==> src/rtl/dz_pkg.sv <==
// Shared constants, display config record and row-select helper for the dot-matrix scan driver.
// Pure definitions: no latency, no flow control.
package dz_pkg;

  localparam int DZ_ROWS = 8;
  localparam int DZ_COLS = 8;

  localparam logic [1:0] COLOR_OFF   = 2'd0;
  localparam logic [1:0] COLOR_RED   = 2'd1;
  localparam logic [1:0] COLOR_GREEN = 2'd2;
  localparam logic [1:0] COLOR_YEL   = 2'd3;

  localparam logic [3:0] NUM_BLANK = 4'hF;

  typedef struct packed {
    logic [3:0] num;
    logic [1:0] color;
    logic       blink;
  } disp_cfg_t;

  localparam disp_cfg_t CFG_RST = '{num: NUM_BLANK, color: COLOR_OFF, blink: 1'b0};

  function automatic logic [DZ_ROWS-1:0] row_sel(input logic [2:0] idx, input logic active_low);
    logic [DZ_ROWS-1:0] oh;
    oh      = '0;
    oh[idx] = 1'b1;
    return active_low ? ~oh : oh;
  endfunction

endpackage

==> src/rtl/dz_glyph_rom.sv <==
// Digit glyph ROM: (num, row) -> 8 column bits, bit 7 leftmost; blank for num >= 10.
// Combinational, no latency, no flow control.
module dz_glyph_rom
  import dz_pkg::*;
(
  input  logic [3:0]         num,
  input  logic [2:0]         row,
  output logic [DZ_COLS-1:0] bits
);

  logic [63:0] glyph;
  logic [63:0] shifted;

  // Row 0 lives in the most significant byte of each glyph word.
  always_comb begin
    case (num)
      4'd0:    glyph = 64'h003C666E7666663C;
      4'd1:    glyph = 64'h001838181818187E;
      4'd2:    glyph = 64'h003C66060C30607E;
      4'd3:    glyph = 64'h003C66061C06663C;
      4'd4:    glyph = 64'h000C1C2C4C7E0C0C;
      4'd5:    glyph = 64'h007E607C0606663C;
      4'd6:    glyph = 64'h003C607C6666663C;
      4'd7:    glyph = 64'h007E060C18303030;
      4'd8:    glyph = 64'h003C66663C66663C;
      4'd9:    glyph = 64'h003C66663E060C38;
      default: glyph = 64'h0;
    endcase
    shifted = glyph << {row, 3'b000};
    bits    = shifted[63:56];
  end

endmodule

==> src/rtl/dz_scan_ctrl.sv <==
// 8x8 red/green digit scan driver: prescaled row scan, frame-synchronous digit/colour/blink update.
// Outputs registered, 1 cycle after each row tick; no backpressure, upd is a fire-and-forget strobe.
module dz_scan_ctrl
  import dz_pkg::*;
#(
  parameter int SCAN_DIV       = 1000,
  parameter bit ROW_ACTIVE_LOW = 1'b1,
  parameter int BLINK_FRAMES   = 32
) (
  input  logic               clk,
  input  logic               rst,
  input  logic [3:0]         num,
  input  logic [1:0]         color,
  input  logic               blink,
  input  logic               upd,
  output logic [DZ_ROWS-1:0] row,
  output logic [DZ_COLS-1:0] colr,
  output logic [DZ_COLS-1:0] colg,
  output logic               frame_done
);

  localparam int DIV_W = (SCAN_DIV > 1) ? $clog2(SCAN_DIV) : 1;
  localparam int BLK_W = (BLINK_FRAMES > 1) ? $clog2(BLINK_FRAMES) : 1;
  localparam logic [DIV_W-1:0]   DIV_MAX  = DIV_W'(SCAN_DIV - 1);
  localparam logic [BLK_W-1:0]   BLK_MAX  = BLK_W'(BLINK_FRAMES - 1);
  localparam logic [DZ_ROWS-1:0] ROW_IDLE = {DZ_ROWS{ROW_ACTIVE_LOW}};

  logic [DIV_W-1:0]   div_cnt_q, div_cnt_d;
  logic [2:0]         row_idx_q, row_idx_d;
  disp_cfg_t          pend_q, pend_d;
  logic               pend_vld_q, pend_vld_d;
  disp_cfg_t          act_q, act_d;
  logic [BLK_W-1:0]   blink_cnt_q, blink_cnt_d;
  logic               phase_q, phase_d;
  logic [DZ_ROWS-1:0] row_q, row_d;
  logic [DZ_COLS-1:0] colr_q, colr_d;
  logic [DZ_COLS-1:0] colg_q, colg_d;
  logic               frame_done_q, frame_done_d;

  logic               tick;
  logic               boundary;
  logic               red_on;
  logic               grn_on;
  logic               dark;
  disp_cfg_t          in_cfg;
  logic [DZ_COLS-1:0] glyph;

  // Looks up the row about to be shown, using the config that takes effect this tick.
  dz_glyph_rom u_rom (
    .num  (act_d.num),
    .row  (row_idx_d),
    .bits (glyph)
  );

  always_comb begin
    tick      = (div_cnt_q == DIV_MAX);
    boundary  = tick && (row_idx_q == 3'd7);
    div_cnt_d = tick ? '0 : div_cnt_q + 1'b1;
    row_idx_d = tick ? row_idx_q + 3'd1 : row_idx_q;
    in_cfg    = {num, color, blink};

    pend_d     = pend_q;
    pend_vld_d = pend_vld_q;
    act_d      = act_q;
    // A strobe landing on the boundary itself bypasses the shadow and shows from row 0.
    if (boundary) begin
      if (upd) begin
        act_d = in_cfg;
      end else if (pend_vld_q) begin
        act_d = pend_q;
      end
      pend_vld_d = 1'b0;
    end else if (upd) begin
      pend_d     = in_cfg;
      pend_vld_d = 1'b1;
    end

    blink_cnt_d = blink_cnt_q;
    phase_d     = phase_q;
    if (boundary) begin
      if (blink_cnt_q == BLK_MAX) begin
        blink_cnt_d = '0;
        phase_d     = ~phase_q;
      end else begin
        blink_cnt_d = blink_cnt_q + 1'b1;
      end
    end

    red_on = (act_d.color == COLOR_RED) || (act_d.color == COLOR_YEL);
    grn_on = (act_d.color == COLOR_GREEN) || (act_d.color == COLOR_YEL);
    dark   = act_d.blink && phase_d;

    row_d        = row_q;
    colr_d       = colr_q;
    colg_d       = colg_q;
    frame_done_d = 1'b0;
    if (tick) begin
      row_d        = row_sel(row_idx_d, ROW_ACTIVE_LOW);
      colr_d       = (red_on && !dark) ? glyph : '0;
      colg_d       = (grn_on && !dark) ? glyph : '0;
      frame_done_d = boundary;
    end
  end

  always_ff @(posedge clk or posedge rst) begin
    if (rst) begin
      div_cnt_q    <= '0;
      row_idx_q    <= 3'd7;
      pend_q       <= CFG_RST;
      pend_vld_q   <= 1'b0;
      act_q        <= CFG_RST;
      blink_cnt_q  <= '0;
      phase_q      <= 1'b0;
      row_q        <= ROW_IDLE;
      colr_q       <= '0;
      colg_q       <= '0;
      frame_done_q <= 1'b0;
    end else begin
      div_cnt_q    <= div_cnt_d;
      row_idx_q    <= row_idx_d;
      pend_q       <= pend_d;
      pend_vld_q   <= pend_vld_d;
      act_q        <= act_d;
      blink_cnt_q  <= blink_cnt_d;
      phase_q      <= phase_d;
      row_q        <= row_d;
      colr_q       <= colr_d;
      colg_q       <= colg_d;
      frame_done_q <= frame_done_d;
    end
  end

  assign row        = row_q;
  assign colr       = colr_q;
  assign colg       = colg_q;
  assign frame_done = frame_done_q;

endmodule

==> config.mk <==
export PLATFORM = sky130hd
export DESIGN_NAME = dz_scan_ctrl
export DESIGN_NICKNAME = d
export VERILOG_FILES = /design/src/rtl/dz_pkg.sv /design/src/rtl/dz_glyph_rom.sv /design/src/rtl/dz_scan_ctrl.sv
export SDC_FILE = /design/constraint.sdc
export NUM_CORES = 1
export LEC_CHECK = 0
export CAP_MARGIN = 20
export CELL_PAD_IN_SITES_DETAIL_PLACEMENT = 1
export CELL_PAD_IN_SITES_GLOBAL_PLACEMENT = 2
export CORE_ASPECT_RATIO = 1.5
export CORE_MARGIN = 2
export CORE_UTILIZATION = 39
export DETAILED_ROUTE_END_ITERATION = 10
export PLACE_DENSITY = 0.86
export SETUP_SLACK_MARGIN = 0.1
export SLEW_MARGIN = 10
export SYNTH_ARGS = -nofsm -noshare
export SYNTH_HDL_FRONTEND = slang
export SYNTH_SLANG_ARGS = --single-unit
==> constraint.sdc <==
create_clock -name clk -period 6.3 [get_ports clk]
set_clock_uncertainty 0.1 [all_clocks]
set_input_delay 1.89 -clock clk [delete_from_list [all_inputs] [get_ports clk]]
set_output_delay 1.89 -clock clk [all_outputs]
set_load 0.02 [all_outputs]
==> results_dict.tcl <==
set metrics [dict create \
    dp.final_hpwl_mm 7.08 \
    period_share_pct 80.4 \
    n_fill_cell 1014 \
    cts_tree "built" \
    synth_area_um2 3510 \
    postCtsHoldBufs 0 \
    drive_above_1_share_pct 15.3 \
    vias_per_cell 5.70 \
    cp_max_fo 14 \
    die_h_um 120 \
    wl_per_cell_um 18.7 \
    setup_viol 0 \
    p_total_mw 0.743 \
    clk_pin_slew_worst_paths_ps 70 \
    synth_edf_count 0 \
    required_ps 6440 \
    clock_latency_ps 300 \
    postCtsSetupRepairBufs 0 \
    hold_viol 0 \
    finalWorstSetupSlack_ps 1230 \
    worst_setup_path_end_kind "flop" \
    area_growth_pct 14.8 \
    rsz0062_at_grt "no" \
    hold_start "row[5]" \
    grt_max_degree 56 \
    drc 0 \
    whs_ps 370 \
    ys_async_sr_fraction_pct 100 \
    status "completed" \
    pre_cts_slack_ps 956 \
    slew_headroom_pct 42.1 \
    num_vias 2932 \
    period_minus_slack_ps 5070 \
    core_area_um2 8780 \
    arrival_ps 5200 \
    netlist_instances 384 \
    tightest_slew_ps 865 \
    cts_made_buffers 5 \
    p_leak_nw 1.75 \
    start_kind "primary input" \
    clock_path_buffers 2 \
    rr_startpoint "row_idx_q[0]" \
    dr.pass1.iters 4 \
    yosysWarnings 0 \
    cts.sinks 55 \
    nets 425 \
    maxCapViolCount 0 \
    io_pins 35 \
    initial_core_util_pct 40.0 \
    cts-root-buf "clkbuf_16" \
    final-max-slew-violation-count 0 \
    port_buffers 30 \
    grt_overflow_total 0 \
    grt_pass1_wl_mm 15.8 \
    wl_mm 9.62 \
    postRouteAntennaNets 0 \
    crit_path_start "upd" \
    vdd_drop_max_mv 0.151 \
    post_cts.resized_instances 0 \
    num_rows 42 \
    ys_ff_latch 55 \
    ys_types 67 \
    worst-setup-path-type "in -> reg" \
    ys_seq_area_share_pct 39.9 \
    fin_setup_tns_ps 0 \
    hold_class "reg -> reg" \
    htree_num_levels 2 \
    drt_iter0_drc 113 \
    die_x_um 81.5 \
    syn_area_per_cell_um2 9.14 \
    place_congestion 0.983 \
    diodes 0 \
    grt_pass1_vias 3034 \
    track_usage_pct 21.0 \
    synthFlopType "dfrtp_1" \
    grt_antenna_before_repair 0 \
    dieArea_um2 9790 \
    power_density_nw_per_um2 185 \
    fmax_mhz 197 \
]
## where the power goes
group | switching [mW] | internal [mW]
sequential | 0.00281 | 0.361
combinational | 0.0318 | 0.0213
clock | 0.137 | 0.190
## sequential cells by signal (all words and copies together), names as in the netlist, 3 cells and up
name         cells
div_cnt_q       10
row              8
pend_q           7
blink_cnt_q      5
act_q            7
colr             6
row_idx_q        3
colg             6
## worst max-delay path, stage by stage
cell and delay, ps:
clkdlybuf4s50_1 640, o21ai_0 410, nor4_4 80, o2bb2ai_2 400, inv_1 150, ha_1 470, mux2i_1 240, a21oi_1 140
or3_1 340, a21oi_2 260, a22o_1 170
## stage by stage
| stage | util [%] | area, um^2 | instances |
|---|---|---|---|
| 2_1_floorplan | - | 3520 | 387 |
| 3_3_place_gp | 43.9 | 3860 | 506 |
| 3_5_place_dp | 43.9 | 3860 | 506 |
| 4_1_cts | 45.9 | 4030 | 514 |
| 5_1_grt | 45.9 | 4030 | 514 |
| 6_report | 45.9 | 4030 | 514 |
## cell families (layout without fill, tap and decap cells)
kind of cell,after synthesis,in the layout,synth area share (%)
AND/OR/NAND/NOR,149,149,21.8
AO/OA/AOI/OAI,97,97,18.7
flip-flops,55,55,39.9
buffers and inverters,38,55,5.49
multiplexers,23,23,7.48
adder cells (fa/ha/maj),12,12,4.28
XOR/XNOR,9,9,2.25
other,1,4,0.107
## path summary, 6_finish.rpt
path                       slack (ps)             end  cells after the start
setup / recovery                 1230         colg[3]                     11
hold / removal                    370          row[5]                      2
setup reg to reg                 2350         colg[3]                     11
hold reg to reg                   370          row[5]                      2
max in group asynchronous        3630         colr[3]                      3
min in group asynchronous        2010  blink_cnt_q[1]                      3
## Yosys cell counts, types with 2 or more instances
library cell | instances | area, um^2
and2_1 | 6 | 37.5
nand2_1 | 56 | 210
nand3_1 | 12 | 60.1
nor3_4 | 2 | 32.5
mux2_2 | 11 | 124
nor4_1 | 4 | 25.0
inv_1 | 8 | 30.0
a211o_1 | 3 | 26.3
o21ai_1 | 3 | 15.0
nand4_4 | 2 | 42.5
xor2_1 | 4 | 35.0
nand4_1 | 3 | 18.8
o311ai_1 | 2 | 17.5
nand2b_1 | 4 | 25.0
o31ai_1 | 5 | 37.5
nor3_1 | 7 | 35.0
inv_2 | 3 | 11.3
buf_2 | 8 | 40.0
buf_4 | 5 | 37.5
nor2b_1 | 5 | 31.3
and3_1 | 5 | 31.3
o2bb2ai_2 | 2 | 30.0
o2bb2ai_1 | 2 | 17.5
a21oi_1 | 19 | 95.1
o22ai_1 | 7 | 43.8
nor2_1 | 35 | 131
mux2i_1 | 9 | 90.1
xnor2_1 | 5 | 43.8
o21ai_0 | 22 | 110
dfstp_2 | 19 | 499
a22o_1 | 8 | 70.1
ha_1 | 12 | 150
dfrtp_1 | 36 | 901
or3_1 | 2 | 12.5
clkbuf_1 | 11 | 41.3
a31oi_1 | 6 | 37.5
## routing by layer
metal  vias up  global-route usage (%)  routed length, um
met5         -                       0                  0
met4         0                    10.5                393
met3        23                    2.69                249
met2        49                    34.2               4890
met1      1460                    26.8               4090
li1       1400                       -                  -
## final cells by class
class,count,area [um^2],share of cell area [%]
clock inverters,3,47.5,1.18
inverters,13,58.8,1.46
clock buffers,5,125,3.11
well taps,110,138,3.42
multi-input cells,294,1930,47.9
flip-flops and latches,55,1400,34.8
repair buffers,34,330,8.20
## placed cells by master, fill, tap and decap left out, drive strengths merged, types with 13 or more instances in the layout
master | Yosys | routed
mux2 | 13 | 13
o21ai | 25 | 25
dfstp | 19 | 19
dfrtp | 36 | 36
nor2 | 35 | 35
a21oi | 20 | 20
nand2 | 56 | 56
inv | 13 | 14
clkdlybuf4s50 | 0 | 30
Note: power is estimated with default switching activity, not from simulation.
